==> src/rtl/linear_layer_start_fifo_ctrl.sv <==
// Control logic for the start-token FIFO: steers an external SRL shift array
// and presents a first-word-fall-through interface with occupancy and sticky errors.
module linear_layer_start_fifo_ctrl #(
  parameter int DATA_WIDTH   = 1,
  parameter int ADDR_WIDTH   = 1,
  parameter int DEPTH        = 2,
  parameter int AFULL_THRESH = DEPTH - 1
) (
  input  logic                  clk,
  input  logic                  reset,
  input  logic                  if_write_ce,
  input  logic                  if_write,
  input  logic [DATA_WIDTH-1:0] if_din,
  output logic                  if_full_n,
  output logic                  if_almost_full,
  input  logic                  if_read_ce,
  input  logic                  if_read,
  output logic [DATA_WIDTH-1:0] if_dout,
  output logic                  if_empty_n,
  output logic                  srl_we,
  output logic [ADDR_WIDTH-1:0] srl_addr,
  output logic [DATA_WIDTH-1:0] srl_din,
  input  logic [DATA_WIDTH-1:0] srl_dout,
  output logic [ADDR_WIDTH:0]   occupancy,
  output logic                  err_overflow,
  output logic                  err_underflow
);

  localparam logic [ADDR_WIDTH:0] OCC_ZERO  = '0;
  localparam logic [ADDR_WIDTH:0] OCC_ONE   = (ADDR_WIDTH+1)'(1);
  localparam logic [ADDR_WIDTH:0] OCC_FULL  = (ADDR_WIDTH+1)'(DEPTH);
  localparam logic [ADDR_WIDTH:0] OCC_AFULL = (ADDR_WIDTH+1)'(AFULL_THRESH);
  localparam logic [ADDR_WIDTH-1:0] ADDR_ONE = (ADDR_WIDTH)'(1);

  logic                  push;
  logic                  pop;
  logic [ADDR_WIDTH:0]   occ_next;
  logic [ADDR_WIDTH-1:0] addr_next;

  assign push    = if_write_ce & if_write & if_full_n;
  assign pop     = if_read_ce & if_read & if_empty_n;
  assign srl_we  = push;
  assign srl_din = if_din;
  assign if_dout = srl_dout;

  // The read address follows occupancy-1, saturating at 0 for the
  // empty and single-entry cases; a simultaneous push/pop leaves it alone.
  always_comb begin
    occ_next  = occupancy;
    addr_next = srl_addr;
    if (push && !pop) begin
      occ_next = occupancy + OCC_ONE;
      if (occupancy != OCC_ZERO) addr_next = srl_addr + ADDR_ONE;
    end else if (pop && !push) begin
      occ_next = occupancy - OCC_ONE;
      if (occupancy > OCC_ONE) addr_next = srl_addr - ADDR_ONE;
    end
  end

  always_ff @(posedge clk) begin
    if (reset) begin
      occupancy      <= '0;
      srl_addr       <= '0;
      if_empty_n     <= 1'b0;
      if_full_n      <= 1'b1;
      if_almost_full <= 1'b0;
      err_overflow   <= 1'b0;
      err_underflow  <= 1'b0;
    end else begin
      occupancy      <= occ_next;
      srl_addr       <= addr_next;
      if_empty_n     <= (occ_next != OCC_ZERO);
      if_full_n      <= (occ_next != OCC_FULL);
      if_almost_full <= (occ_next >= OCC_AFULL);
      err_overflow   <= err_overflow  | (if_write_ce & if_write & ~if_full_n);
      err_underflow  <= err_underflow | (if_read_ce & if_read & ~if_empty_n);
    end
  end

endmodule

==> config.mk <==
export PLATFORM = sky130hd
export DESIGN_NAME = linear_layer_start_fifo_ctrl
export DESIGN_NICKNAME = d
export VERILOG_FILES = /design/src/rtl/linear_layer_start_fifo_ctrl.sv
export SDC_FILE = /design/constraint.sdc
export NUM_CORES = 1
export LEC_CHECK = 0
export ABC_AREA = 1
export BUFFER_PORTS_ARGS = -buffer_cell sky130_fd_sc_hd__buf_2
export CAP_MARGIN = 5
export CORE_AREA = 2 2 39 41
export DETAILED_ROUTE_END_ITERATION = 16
export DIE_AREA = 0 0 41 43
export SYNTH_ARGS = -nofsm -noshare
export SYNTH_HDL_FRONTEND = slang
export SYNTH_SLANG_ARGS = --single-unit
==> constraint.sdc <==
create_clock -name clk -period 1.65 [get_ports clk]
set_input_delay 0.0825 -clock clk [delete_from_list [all_inputs] [get_ports clk]]
set_output_delay 0.0825 -clock clk [all_outputs]
set_load 0.05 [all_outputs]
# Yosys cells after proc, flatten, opt, wreduce, memory -nomap -nowiden
# Index checks and enable logic that the tools add are counted.
dict set report op_classes {
  addsub 4
  order_cmp 2
  eq_ne 2
  n_mux 6
  bitwise 10
  n_reduce_logical 9
}
# operator count
set op_table {}
lappend op_table {{$reduce_bool 2->1} 4}
lappend op_table {{$and 1x1->1} 6}
lappend op_table {{$mux 1} 4}
lappend op_table {{$mux 2} 2}
lappend op_table {{$reduce_and 3->1} 1}
lappend op_table {{$add 2x1->2 const B} 1}
lappend op_table {{$ge 2x1->1 const B} 1}
lappend op_table {{$gt 2x1->1 const B} 1}
lappend op_table {{$logic_and 1x1->1} 2}
lappend op_table {{$logic_not 1->1} 2}
lappend op_table {{$ne 2x1->1 const B} 1}
lappend op_table {{$ne 2x2->1 const B} 1}
lappend op_table {{$not 1->1} 2}
lappend op_table {{$or 1x1->1} 2}
lappend op_table {{$sub 2x1->2 const B} 1}
lappend op_table {{$add 1x1->1 const B} 1}
lappend op_table {{$sub 1x1->1 const B} 1}
dict set report word_totals {
  regBits 8
  inputBits 8
  out_inout_bits 11
  word_cells 40
}

# Depth between registers and ports, before layout
# Gate-level depths: netlist (run 1).
dict set report logic_depth {
  depth_word 7
  depth_mapped 9
  mapped_depth_nobuf 9
}

# Worst setup path after synthesis (run 1)
# OpenSTA, ideal clock, no wires.
dict set report synth_path {
  path_type {reg-to-reg}
  start {reg if_full_n}
  end {reg srl_addr}
  setup_ns 0.117
  t_arrival_ns 1.744
  required_ns 1.533
  path_slack_ns -0.211
  stages_incl_launch_ff 9
  path_buffers 0
  period_less_slack_ns 1.861
  cell_sequence {dfxtp_1 -> nand3_1 -> inv_1 -> ha_1 -> inv_1 -> nand2_1 -> nand3_1 -> nand2_1 -> nor2_1}
}
dict set report synth_via {
  elab_chain_cells 5
  elab_cells_between_ends 9
  classes_between {eq/ne (1); mux (1); bitwise (1); reduce/logical (6)}
}
# element line
set synth_lines {}
lappend synth_lines {{start, declared} 14} ;# output logic if_full_n,
lappend synth_lines {{start signal, assigned} 73} ;# if_full_n <= (occ_next != OCC_FULL);
lappend synth_lines {{$and 1x1->1 (*)} 40} ;# assign push = if_write_ce & if_write & if_full_n;
lappend synth_lines {{via srl_we} 20} ;# output logic srl_we,
lappend synth_lines {{$logic_not 1->1} 54} ;# end else if (pop && !push) begin
lappend synth_lines {{$logic_and 1x1->1} 54}
lappend synth_lines {{$reduce_bool 2->1 (no source line)} --}
lappend synth_lines {{$reduce_and 3->1 (no source line)} --}
lappend synth_lines {{end signal, assigned} 71} ;# srl_addr <= addr_next;
lappend synth_lines {{end, declared} 21} ;# output logic [ADDR_WIDTH-1:0] srl_addr,
# The timed path passes the listed nets; every way through them passes the cells marked *.
# A chain may end at the register's enable or synchronous reset.

# Worst setup path in the final report (run 1)
dict set report layout_path {
  start {reg if_full_n}
  end {reg srl_addr}
}
dict set report layout_via {
  elab_chain_cells 5
  elab_cells_between_ends 9
  classes_between {eq/ne (1); mux (1); bitwise (1); reduce/logical (6)}
}
# element line
set layout_lines {}
lappend layout_lines {{$and 1x1->1 (*)} 40}
lappend layout_lines {{$logic_not 1->1} 54}
lappend layout_lines {{$logic_and 1x1->1} 54}
lappend layout_lines {{$reduce_bool 2->1 (no source line)} --}
lappend layout_lines {{$reduce_and 3->1 (no source line)} --}
# Every way passes the cells marked *; elsewhere a longest branch is shown, timed or not.

==> metrics.txt, run 1 <==
Crit Path Max Fanout 4; HP Start reset; most common cell after layout, fill and taps aside buf_2; mean number of vias per cell 4.00; post-synthesis sequential area ratio 37.3%; grt total ovfl 0; fill cell count 152; Power, Total 593 uW; VDD IR-drop max 0.000553 V; CTS sink cnt 7; Worst EP arrival 1480 ps; Num CTS Buffers 3; DP HPWL 562 um; commonest non-fill, non-tap cells in the layout buf_2 (14), inv_1 (11), nand2_1 (11); Most common cell on crit path nand3_1; Tmin final 1340 ps; Synth Instances 53; DIE WIDTH 41 um; final number of setup-violating endpoints 0; final worst-path cycle share 80.9%; IO Count 19; initial antenna violation count 0; R2R depth 7; worst r2r src if_full_n; Initial DRC Count 5; Synth-to-Final Area Change 26.3%; via count 336; Hold EP err_underflow; worst path cell trace nand3_1 -> clkinvlp_4 -> ha_1 -> a21oi_1 -> nand3_1 -> nand2_1 -> nor2_1; Syn Area/Cell 7.08 um^2; Clock transition at path regs 50 ps; flops & latches, synth 7; CTS tree built; htree depth 1; port bufs 14; Synth Warn # 0; Setup crit end kind register; core region area 0.00138 mm^2; RSZ-0062 raised after global routing false; Largest stage delay, worst path 320 ps; Die H 43 um; std cell rows 14; final net count 81; clock root cell clkbuf_4; drt pass-1 iters 3; Startpoint Class register; Pwr Density 1250 mW/mm^2; Post-CTS Resized 0; ANT cells 0; Crit-path slowest cell dfxtp_2; total negative slack 0 ps; Max Clock Skew 2.28 ps; Max clock buf depth 2; syn_nets 65; CTS hold repair buffers 0; gpl congestion 0.698; pin count of the biggest net entering global routing 5; clk_lat worst skew 250 ps; Crit path max-delay family simple AND/OR/NAND/NOR gates; Post-CTS Setup Repair Bufs 0; DRC violations left 0; WP data required 1790 ps; Pleak 0.265 nW; Worst Path Class, Setup reg2reg; worst path buffer plus inverter count 1; Worst Tran Pin Value 252 ps; Starting Density 27.1%; Max Slew Vio Count 0; Slew Limit Headroom 83.3%; HP Class in2reg; Die Area 0.00176 mm^2; GRT Total Usage 10.5%; Final ANT Viol Nets 0; synthesized area 375 um^2; r2r setup slk 310 ps; status completed; Hold Violations, Final 0; Peak Freq 749 MHz; Netlist cell types 10; final wirelength 670 um; first-pass GRT wire length 1180 um; worst hold stages 2; DR WL/cell 7.98 um; worst r2r dst srl_addr; vias in the first global route 306; max-cap violations 0; layout cell share with drive strength beyond 1 29.4%
[final cells by class]
type / count / area (um^2) / share of cell area [%]
Clock buffer: 4 / 26.3 / 5.54
Sequential cell: 7 / 141 / 29.8
Inverter: 12 / 48.8 / 10.3
Tap cell: 16 / 20.0 / 4.22
Timing Repair Buffer: 14 / 70.1 / 14.8
Multi-Input combinational cell: 31 / 168 / 35.4
[per-layer routing]
metal  GRT usage, %  vias up  part of all wire [%]
li1               -      184                     -
met1           12.3      142                    46
met2           13.4        6                    48
met3           3.14        4                   3.7
met4           11.3        0                   2.8
met5              0        -                     0
[Yosys cell counts]
library cell	instances	share of area (%)
buf_4	3	6.0
inv_1	12	12
ha_1	4	13
nand2_1	11	11
nor2_2	1	1.7
a21oi_1	3	4.0
dfxtp_1	7	37
xor2_1	1	2.3
nor2_1	7	7.0
nand3_1	4	5.3
[through the flow]
step	util, %	cell area [um^2]	cells	hold WS, ps	setup WS, ps
detailed placement	32.4	448	80	166	321
CTS	34.3	474	84	50.7	298
global placement	32.4	448	80	166	339
finish	34.3	474	84	59.4	315
floorplan	-	380	53	155	18.8
global route	34.3	474	84	60.1	211
[where the power goes]
group / switching [mW] / internal, mW / total (mW) / leakage, nW
Clock: 0.0600 / 0.0921 / 0.152 / 0.0150
Sequential: 0.0166 / 0.193 / 0.210 / 0.0571
Combinational: 0.174 / 0.0576 / 0.231 / 0.193
Total: 0.250 / 0.343 / 0.593 / 0.265
[how the worst max path moves through the flow]
stage              start  depth (start not counted)  slack [ps]        endpoint
2_1_floorplan  if_full_n                          7          20        srl_addr
3_3_place_gp   if_full_n                          7         340        srl_addr
3_5_place_dp   if_full_n                          7         320  if_almost_full
4_1_cts        if_full_n                          7         300  if_almost_full
5_1_grt        if_full_n                          7         210  if_almost_full
6_report       if_full_n                          7         310        srl_addr
[sequential cells by signal, summed over array words and instances, names as in the netlist]
| register | cells |
|---|---|
| err_underflow | 1 |
| srl_addr | 1 |
| if_almost_full | 1 |
| occupancy | 2 |
| err_overflow | 1 |
| if_full_n | 1 |
[logic make-up after synthesis]
family / Yosys count / share of synthesized area (%)
and+or+nand+nor: 23 / 25.0
AOI/OAI and AO/OA: 3 / 4.00
buffers and inverters: 15 / 18.0
adders and majority gates: 4 / 13.3
xor gates and xnor gates: 1 / 2.33
DFF: 7 / 37.3
Power figures use the tool's default switching activity.
==> run 2: changes to the inputs <==
clock period = 1.2 ns   (was 1.65 ns; I/O delays follow)
==> run 2 against run 1 <==
- first-iteration DRC count is 60% lower
- clock skew is 1.6 ps higher
- sequential share of layout area down 3.8 points
- clock-buffer cell count unchanged
- non-clock buffer count increased by 3
- critical path depth is the same
- power is 52% higher
- register-to-register slack got worse by 310 ps
- global-route usage increased by 0.93 points
- final area up 20%
- via count is 3.9% higher
- largest cell class unchanged
==> metrics.txt, run 2 (synthesis gave the netlist of run 1 again) <==
pin count of the biggest net entering global routing 5 (unchanged); core region area 0.00138 mm^2 (unchanged); Worst Path Class, Setup reg2reg; Crit Path Max Fanout 4 (unchanged); Worst Tran Pin Value 249 ps (-2.69 ps); combinational share of power 43.8% (+4.8 points); Starting Density 27.1% (unchanged); Hold EP err_underflow; register bank with the most flops occupancy; grt total ovfl 0 (unchanged); Initial DRC Count 2 (-3); drt pass-1 iters 4 (+1); cell internal pwr 521 uW (+52%); first-pass GRT wire length 1240 um (+4.7%); R2R depth 7 (unchanged); Slew Limit Headroom 83.5% (+0.18 points); Die H 43 um (unchanged); total negative slack 0 ps (unchanged); vias in the first global route 338 (+10%); Hold Violations, Final 0 (unchanged); Synth-to-Final Area Change 51.3%; max FFs per register 2 (unchanged); initial antenna violation count 0 (unchanged); ANT cells 0 (unchanged); DP HPWL 592 um (+5.2%); commonest non-fill, non-tap cells in the layout buf_2 (14), nand2_1 (10), inv_1 (8); gpl congestion 0.688 (-1.4%); CTS tree built; Max Clock Skew 3.83 ps (+1.55 ps); clock power share 23.7% (-1.9 points); VDD IR-drop max 0.000508 V (-8.1%); Peak Freq 836 MHz (+12%); worst r2r dst occupancy[0]; status completed; via count 349 (+3.9%); Crit path max-delay family flip-flops; clock root cell clkbuf_4; Sw Pwr 381 uW (+52%); final worst-path cycle share 99.7% (+19 points); worst r2r src if_full_n; Clock transition at path regs 50 ps (about the same); IO Count 19 (unchanged); worst hold stages 2 (unchanged); final net count 84 (+3.7%); Max Slew Vio Count 0 (unchanged); Sw Ratio 42.2% (about the same); Setup crit end kind register; r2r setup slk 4 ps (-310 ps); Largest stage delay, worst path 350 ps (+30 ps); HP Start reset; CTS sink cnt 7 (unchanged); DR WL/cell 8.61 um (+7.9%); Num CTS Buffers 3 (unchanged); port bufs 14 (unchanged); DRC violations left 0 (unchanged); HP Class in2reg; Critical Path Source if_full_n; DIE WIDTH 41 um (unchanged); tightest hold margin 36.5 ps (-22.9 ps); mean number of vias per cell 4.01 (+0.29%); critical path depth in cells 7 (unchanged); Pwr Density 1590 mW/mm^2 (+27%); most common cell after layout, fill and taps aside buf_2; GRT Total Usage 11.4% (+0.93 points); Tmin final 1200 ps (-139 ps); Die Area 0.00176 mm^2 (unchanged); final number of setup-violating endpoints 0 (unchanged); clk_lat worst skew 250 ps (about the same); std cell rows 14 (unchanged); RSZ-0062 raised after global routing true; Crit-path slowest cell dfxtp_4; Final ANT Viol Nets 0 (unchanged); layout cell share with drive strength beyond 1 52.1% (+23 points); max-cap violations 0 (unchanged); final wirelength 749 um (+12%); Flop pwr share 32.5% (-2.9 points); worst path cell trace nand3_4 -> clkinvlp_4 -> ha_4 -> nor2_4 -> xor2_2 -> nand2_1 -> inv_1; fill cell count 151 (-0.66%); Startpoint Class register; WP data required 1390 ps (-400 ps); Pleak 0.287 nW (+8.1%); worst path buffer plus inverter count 2 (+1); Worst EP arrival 1390 ps (-90 ps); htree depth 1 (unchanged); Max clock buf depth 2 (unchanged)
==> run 2: how the worst max path moves through the flow <==
stage                                 to  slack, ps
after detailed placement    occupancy[0]        -40
after CTS                   occupancy[0]         -7
after global routing      if_almost_full        -60
after floorplan           if_almost_full       -250
final                       occupancy[0]          4
after global placement    if_almost_full        -50
==> run 2: area by class of cell <==
cell class	instances	area (um^2)	area share, %
inverter	12	48.8	8.59
timing repair buffer	17	92.6	16.3
clock buffer	4	26.3	4.63
sequential	7	148	26.0
tap	16	20.0	3.52
multi-input combinational	31	233	41.0
==> run 2: worst reg2reg max path, delay by kind of cell, from the launching register on <==
kind / cells / cell delay [ps]
flip-flops: 1 / 350
buffers and inverters: 2 / 160
XOR/XNOR: 1 / 160
AND/OR/NAND/NOR: 3 / 270
adder cells (fa/ha/maj): 1 / 190
==> run 2: stage by stage <==
stage | instances | setup slack, ps | power (mW) | util (%) | cell area, um^2
detailed placement | 81 | -40.6 | 0.648 | 35.4 | 490
global route | 87 | -58.7 | 0.965 | 41.0 | 568
CTS | 86 | -6.98 | 0.883 | 38.8 | 537
global placement | 81 | -47.9 | 0.645 | 35.4 | 490
floorplan | 53 | -252 | 0.592 | - | 415
finish | 87 | 4.08 | 0.902 | 41.0 | 568
==> run 2: routing by layer <==
layer / vias up / part of all wire [%] / global-route usage, %
li1: 189 / - / -
met1: 149 / 41 / 10.8
met2: 7 / 51 / 16.6
met3: 4 / 3.6 / 3.14
met4: 0 / 4.4 / 14.0
met5: - / 0 / 0
==> run 2: what timing repair did <==
item | 4_1_cts | 5_1_grt
resized for setup | 3 | 7
pin swaps | 2 | 2
buffers inserted | 1 | 1
endpoints found under the setup margin | 4 | 5
hold buffers | 0 | 0
gates cloned | 0 | 0
==> run 2: power by group through the flow <==
stage / logic, mW / clock network [mW] / registers [mW]
5_1_grt: 0.429 / 0.239 / 0.297
6_report: 0.395 / 0.214 / 0.293
3_3_place_gp: 0.349 / 0 / 0.296
3_5_place_dp: 0.352 / 0 / 0.297
2_1_floorplan: 0.184 / 0 / 0.408
4_1_cts: 0.367 / 0.223 / 0.293
